[config.mk]
export PLATFORM = sky130hd
export DESIGN_NAME = coarse_track_seq
export DESIGN_NICKNAME = d
export VERILOG_FILES = /design/src/rtl/coarse_pkg.sv /design/src/rtl/coarse_debounce.sv /design/src/rtl/coarse_track_seq.sv
export SDC_FILE = /design/constraint.sdc
export NUM_CORES = 1
export LEC_CHECK = 0
export ABC_CLOCK_PERIOD_IN_PS = 2800
export CAP_MARGIN = 0
export CELL_PAD_IN_SITES_DETAIL_PLACEMENT = 2
export CELL_PAD_IN_SITES_GLOBAL_PLACEMENT = 2
export CORE_MARGIN = 3
export CORE_UTILIZATION = 30
export CTS_CLUSTER_DIAMETER = 80
export DETAILED_ROUTE_END_ITERATION = 6
export PLACE_DENSITY = 0.8
export SLEW_MARGIN = 0
export SYNTH_ARGS = -nofsm -noshare
export SYNTH_HDL_FRONTEND = slang
export SYNTH_SLANG_ARGS = --single-unit
[constraint.sdc]
create_clock -name clk -period 2.8 [get_ports clk]
set_input_delay 0.28 -clock clk [delete_from_list [all_inputs] [get_ports clk]]
set_output_delay 0.28 -clock clk [all_outputs]
set_load 0.1 [all_outputs]
[src/rtl/coarse_pkg.sv]
// Shared types and constants for the coarse resolver tracking sequencer.
package coarse_pkg;

    typedef enum logic [2:0] {
        ST_IDLE,
        ST_DRIVE,
        ST_SETTLE,
        ST_SAMPLE,
        ST_STEP
    } state_t;

    localparam int S1 = 0;
    localparam int S2 = 1;
    localparam int S3 = 2;
    localparam int S4 = 3;
    localparam int S5 = 4;
    localparam int S6 = 5;
    localparam int S7 = 6;
    localparam int S8 = 7;

    // Octant q selects the sin/cos switch pair closed on the summing network.
    localparam logic [7:0] SECTOR_SC [8] = '{
        8'((1 << S3) | (1 << S5)),
        8'((1 << S4) | (1 << S6)),
        8'((1 << S2) | (1 << S6)),
        8'((1 << S1) | (1 << S5)),
        8'((1 << S1) | (1 << S7)),
        8'((1 << S2) | (1 << S8)),
        8'((1 << S4) | (1 << S8)),
        8'((1 << S3) | (1 << S7))
    };

    // Comparator sample packing: {adhi, err_hi, err_lo}.
    localparam int VERDICT_W = 3;
    localparam int V_LO      = 0;
    localparam int V_HI      = 1;
    localparam int V_ADHI    = 2;

endpackage

[src/rtl/coarse_debounce.sv]
// Comparator debouncer: accepts a sample after DEPTH identical consecutive
// samples; flags a timeout when 4*DEPTH samples pass without acceptance.
module coarse_debounce #(
    parameter int W     = 3,
    parameter int DEPTH = 4
) (
    input  logic         clk,
    input  logic         rst_n,
    input  logic         clr_i,
    input  logic         en_i,
    input  logic [W-1:0] din_i,
    output logic         accept_o,
    output logic [W-1:0] verdict_o,
    output logic         timeout_o
);

    localparam int AW = $clog2(DEPTH + 1);
    localparam int TW = $clog2(4 * DEPTH + 1);

    logic [W-1:0]  hist_q, hist_d;
    logic [AW-1:0] agree_q, agree_d;
    logic [TW-1:0] left_q, left_d;

    always_comb begin
        hist_d  = hist_q;
        agree_d = agree_q;
        left_d  = left_q;
        if (en_i) begin
            hist_d = din_i;
            if ((agree_q != '0) && (din_i == hist_q)) begin
                if (agree_q != AW'(DEPTH)) begin
                    agree_d = agree_q + AW'(1);
                end
            end else begin
                agree_d = AW'(1);
            end
            if (left_q != '0) begin
                left_d = left_q - TW'(1);
            end
        end
    end

    assign accept_o  = en_i && (agree_d == AW'(DEPTH));
    assign timeout_o = en_i && !accept_o && (left_q == '0);
    assign verdict_o = din_i;

    always_ff @(posedge clk) begin
        if (!rst_n || clr_i) begin
            hist_q  <= '0;
            agree_q <= '0;
            left_q  <= TW'(4 * DEPTH - 1);
        end else begin
            hist_q  <= hist_d;
            agree_q <= agree_d;
            left_q  <= left_d;
        end
    end

endmodule

[src/rtl/coarse_track_seq.sv]
// Coarse resolver tracking sequencer: sector/ladder drive, settle wait,
// comparator debounce and up/down step handshake with lock/fault flags.
//
// state  | meaning
// IDLE   | waiting for tick with enable
// DRIVE  | latch angle, update sin/cos and ladder switches
// SETTLE | wait for the analog sum to settle
// SAMPLE | debounce err_hi/err_lo/adhi into a verdict
// STEP   | step request held until the counter acks
module coarse_track_seq
    import coarse_pkg::*;
#(
    parameter int ANGLE_W    = 16,
    parameter int LEVEL_BITS = 4,
    parameter int SETTLE_CYC = 8,
    parameter int DEBOUNCE   = 4,
    parameter int MAX_STEPS  = 64
) (
    input  logic                  clk,
    input  logic                  rst_n,
    input  logic                  enable,
    input  logic                  tick,
    input  logic [ANGLE_W-1:0]    angle,
    input  logic                  err_hi,
    input  logic                  err_lo,
    input  logic                  adhi,
    output logic [7:0]            dc_sc,
    output logic [LEVEL_BITS-1:0] dc_ref,
    output logic                  step_req,
    output logic                  step_dir,
    input  logic                  step_ack,
    output logic                  locked,
    output logic                  no_lock,
    output logic                  err_both
);

    localparam int SW = $clog2(SETTLE_CYC + 1);
    localparam int CW = $clog2(MAX_STEPS + 1);

    state_t                state_q, state_d;
    logic [SW-1:0]         settle_q, settle_d;
    logic [CW-1:0]         steps_q, steps_d;
    logic [7:0]            dc_sc_q, dc_sc_d;
    logic [LEVEL_BITS-1:0] dc_ref_q, dc_ref_d;
    logic                  step_req_q, step_req_d;
    logic                  step_dir_q, step_dir_d;
    logic                  locked_q, locked_d;
    logic                  no_lock_q, no_lock_d;
    logic                  err_both_q, err_both_d;

    logic [VERDICT_W-1:0]  verdict;
    logic                  db_accept, db_timeout, db_en, db_clr;
    logic [2:0]            sector;
    logic                  angle_unused;

    assign sector       = angle[ANGLE_W-1 -: 3];
    assign angle_unused = ^angle;
    assign db_en        = enable && (state_q == ST_SAMPLE);
    assign db_clr       = (state_q != ST_SAMPLE);

    coarse_debounce #(
        .W     (VERDICT_W),
        .DEPTH (DEBOUNCE)
    ) u_debounce (
        .clk       (clk),
        .rst_n     (rst_n),
        .clr_i     (db_clr),
        .en_i      (db_en),
        .din_i     ({adhi, err_hi, err_lo}),
        .accept_o  (db_accept),
        .verdict_o (verdict),
        .timeout_o (db_timeout)
    );

    always_comb begin
        state_d    = state_q;
        settle_d   = settle_q;
        steps_d    = steps_q;
        dc_sc_d    = dc_sc_q;
        dc_ref_d   = dc_ref_q;
        step_req_d = step_req_q;
        step_dir_d = step_dir_q;
        locked_d   = locked_q;
        no_lock_d  = no_lock_q;
        err_both_d = err_both_q;

        if (!enable) begin
            state_d    = ST_IDLE;
            dc_sc_d    = '0;
            dc_ref_d   = '0;
            step_req_d = 1'b0;
            locked_d   = 1'b0;
        end else begin
            unique case (state_q)
                ST_IDLE: begin
                    if (tick) begin
                        state_d = ST_DRIVE;
                    end
                end
                ST_DRIVE: begin
                    dc_sc_d  = SECTOR_SC[sector];
                    dc_ref_d = angle[ANGLE_W-4 -: LEVEL_BITS];
                    settle_d = SW'(SETTLE_CYC - 1);
                    state_d  = ST_SETTLE;
                end
                ST_SETTLE: begin
                    if (settle_q == '0) begin
                        state_d = ST_SAMPLE;
                    end else begin
                        settle_d = settle_q - SW'(1);
                    end
                end
                ST_SAMPLE: begin
                    // Ambiguity forces an up step regardless of the error comparators.
                    if (db_accept && (verdict[V_ADHI] || (verdict[V_HI] != verdict[V_LO]))) begin
                        step_req_d = 1'b1;
                        step_dir_d = verdict[V_ADHI] || verdict[V_HI];
                        locked_d   = 1'b0;
                        state_d    = ST_STEP;
                    end else if (db_accept && verdict[V_HI]) begin
                        err_both_d = 1'b1;
                        locked_d   = 1'b0;
                        state_d    = ST_IDLE;
                    end else if (db_accept || db_timeout) begin
                        locked_d   = 1'b1;
                        steps_d    = '0;
                        state_d    = ST_IDLE;
                    end
                end
                ST_STEP: begin
                    if (step_ack) begin
                        step_req_d = 1'b0;
                        if (steps_q != CW'(MAX_STEPS)) begin
                            steps_d = steps_q + CW'(1);
                        end
                        if (steps_q >= CW'(MAX_STEPS - 1)) begin
                            no_lock_d = 1'b1;
                            state_d   = ST_IDLE;
                        end else begin
                            state_d   = ST_DRIVE;
                        end
                    end
                end
                default: state_d = ST_IDLE;
            endcase
        end
    end

    always_ff @(posedge clk) begin
        if (!rst_n) begin
            state_q    <= ST_IDLE;
            settle_q   <= '0;
            steps_q    <= '0;
            dc_sc_q    <= '0;
            dc_ref_q   <= '0;
            step_req_q <= 1'b0;
            step_dir_q <= 1'b0;
            locked_q   <= 1'b0;
            no_lock_q  <= 1'b0;
            err_both_q <= 1'b0;
        end else begin
            state_q    <= state_d;
            settle_q   <= settle_d;
            steps_q    <= steps_d;
            dc_sc_q    <= dc_sc_d;
            dc_ref_q   <= dc_ref_d;
            step_req_q <= step_req_d;
            step_dir_q <= step_dir_d;
            locked_q   <= locked_d;
            no_lock_q  <= no_lock_d;
            err_both_q <= err_both_d;
        end
    end

    assign dc_sc    = dc_sc_q;
    assign dc_ref   = dc_ref_q;
    assign step_req = step_req_q;
    assign step_dir = step_dir_q;
    assign locked   = locked_q;
    assign no_lock  = no_lock_q;
    assign err_both = err_both_q;

endmodule

==> metrics.txt <==
commonest non-fill, non-tap cell in the layout dfxtp_1; max frequency 0.4039 GHz; async set or reset register ratio after synthesis 0; syn nets 294; maximum vdd drop between 0.1 and 0.15 mV; WP data arrival ~2.7 ns; Worst-path clk slew ~0.080 ns; syn avg cell area 8.369 sq um; reg2reg start u_debounce.agree_q[0]$_SDFF_PP0_; final clock skew between 0.005 and 0.006 ns; post-CTS sizing 0; H-tree level count 2; Sink Count 42; Routed WL 5.974 mm; Worst Hold Endpoint dc_ref[2]$_SDFFE_PN0N_; number of global-route vias before repair 2,126; CTS buffer count 5; Leak 1.067 nW; row count 30; CTS Root Cell clkbuf_8; critical path endpoint category register; Ports between 40 and 50; status finished clean; Tmin final ~2.5 ns; Worst slew margin 0.5367; Die Y 91.17 um; Max Transition Viols Final 0; core area a little under 7000 sq um; pre-CTS WS 0.1021 ns; WL per Instance 15.24 um; synthesized flop and latch total 42; critical-path cell list inv_1 -> ha_1 -> nor2b_1 -> mux2i_1 -> or4_1 -> mux2i_4 -> nand3b_4 -> o41ai_2; DIE WIDTH 91.17 um; synthesized cell area 2176 sq um; RSZ-0062 raised after global routing false; R2R Path End steps_q[6]$_SDFFE_PN0P_; area occupied by multi-input gates 1214 sq um; drt pass-1 iters 4; Crit-path slowest cell or4_1; total gr overflow 0; cells after synthesis between 200 and 300; Iter 0 DRT Violations 48; GR Util All Layers 0.1491; TritonCTS clock tree done; total area of sequential cells ~840 sq um; Crit Path Class register to register; initial antenna violation count 0; final worst slack 0.3241 ns; Final GP Congestion roughly 0.78; worst min path class register to register; WHS Path Cells 2; max_cap viols 0; Main synth FF type dfxtp_1; Antenna Diode Count 0; Hold Path Origin dc_ref[2]$_SDFFE_PN0N_; HPWL Detailed 4.376 mm; Critical Path Source Type register; Clock Tree Buf Depth 2; hold buffers post-CTS 0; first-pass GRT wire length about 10 mm; largest net degree at the start of global routing 20; Least-Margin Pin Slew around 0.69 ns; Area growth, synth to finish 23.81%; total number of vias just under 2k; Pwr Density 456.4 nW/um^2; R2R cell count 8; most frequent cells in the layout dfxtp_1 (42), nand2_1 (34), buf_4 (27); Fillers 803; Netlist cell types 45; r2r setup slk around 0.32 ns; Syn. warnings 0; Initial Utilization 0.3150; Total Neg Setup Slack 0 ns; final hold vios 0; register area share after synthesis 0.3864; # DRC 0; Required @ worst endpoint 3.00 ns; DRT antenna net count 0; final net count 330; share of layout cells above drive strength 1 0.1520; Setup Fix Bufs, Post-CTS 0; PortBufs 31; number of enable-type register cells in the synthesized netlist 0; Skew-Pair Late Insertion Delay 0.29 ns; Worst Path Max Fanout 6; max incr delay on CP 0.57 ns; die area 8311 sq um; final setup violation count 0; via-per-instance ratio between 5 and 6; Tcrit/Tclk final 0.8843
## per-layer routing
metal / routed length [um] / up-vias / GRT usage
met2: 3057 / 20 / 0.2710
met4: 81 / 0 / 0.04648
met1: 2704 / 982 / 0.1749
met5: 0 / - / 0
met3: 130 / 8 / 0.02900
li1: - / 977 / -
## Yosys cell counts, types with 2 or more instances
cell       n  area share
o211ai_1   6       0.021
xnor2_1    6       0.024
nand2b_1   4       0.011
and3_1     4       0.011
a31o_2     2      0.0081
o31ai_1    4       0.014
o21ai_1    2      0.0046
a21oi_1   19       0.044
mux2i_1    8       0.037
o21a_1     2      0.0069
nand2_1   34       0.059
nand3_1   11       0.025
o211a_1    2      0.0092
a31oi_1    3      0.0086
nand3b_1   3       0.010
nor3_1     5       0.011
dfxtp_1   42        0.39
buf_2      4      0.0092
clkbuf_1   6       0.010
nor2_1    26       0.045
o221a_2    2       0.010
inv_1     17       0.029
a211oi_1   6       0.021
o21ai_0    5       0.011
ha_1      10       0.058
nor2b_1    3      0.0086
and2_1     3      0.0086
nor4_1     4       0.011
## critical path: cells and delay by family, from the launching register on
family / cells / cell delay, ns
AO/OA/AOI/OAI: 1 / 0.34
adder cells (fa/ha/maj): 1 / 0.30
buffers and inverters: 1 / 0.07
flip-flops: 1 / 0.43
multiplexers: 2 / 0.33
AND/OR/NAND/NOR: 3 / 0.91
## sequential cells by signal (all words and copies together), names as in the netlist
signal	count
steps_q	7
u_debounce.left_q	5
locked	1
u_debounce.hist_q	3
err_both	1
settle_q	4
no_lock	1
state_q	3
step_req	1
dc_sc	8
u_debounce.agree_q	3
step_dir	1
dc_ref	4
## how the worst max path moves through the flow
stage | startpoint | to | slack, ns | depth (start not counted)
6_report | u_debounce.agree_q[0]$_SDFF_PP0_ | steps_q[6]$_SDFFE_PN0P_ | 0.32 | 8
5_1_grt | u_debounce.agree_q[0]$_SDFF_PP0_ | steps_q[6]$_SDFFE_PN0P_ | 0.15 | 8
4_1_cts | u_debounce.agree_q[0]$_SDFF_PP0_ | steps_q[6]$_SDFFE_PN0P_ | 0.30 | 8
3_5_place_dp | adhi | steps_q[6]$_SDFFE_PN0P_ | 0.10 | 7
3_3_place_gp | adhi | steps_q[6]$_SDFFE_PN0P_ | 0.15 | 7
2_1_floorplan | u_debounce.agree_q[0]$_SDFF_PP0_ | steps_q[6]$_SDFFE_PN0P_ | 0.47 | 9
## logic make-up after synthesis
family,Yosys count,synth area share
adder cells (fa/ha/maj),10,0.05750
AO/OA/AOI/OAI,57,0.1800
flip-flops,42,0.3864
XOR/XNOR,8,0.03566
buffers and inverters,29,0.05578
multiplexers,9,0.04715
AND/OR/NAND/NOR,105,0.2375
## report_power, final
part	internal, mW	switching [mW]
Combinational	0.0493	0.0720
Sequential	0.603	0.00590
Clock	0.286	0.214
Total	0.938	0.292
## cell type report
cell class / count / share of cell area
inverter: 17 / 0.02369
tap: 96 / 0.04459
clock inverter: 1 / 0.01115
multi-input combinational: 189 / 0.4505
timing repair buffer: 41 / 0.1273
sequential: 42 / 0.3121
clock buffer: 6 / 0.03065
## metrics by stage
step	utilization	hold slack [ns]	total power, mW	instances	area [sq um]
2_1_floorplan	-	0.4160	0.6991	260	2176
3_3_place_gp	0.3737	0.4407	0.7407	385	2581
3_5_place_dp	0.3737	0.4552	0.7439	385	2581
4_1_cts	0.3900	0.4717	1.245	392	2694
5_1_grt	0.3900	0.4962	1.282	392	2694
6_report	0.3900	0.4680	1.229	392	2694
(Power assumes the default switching activity.)
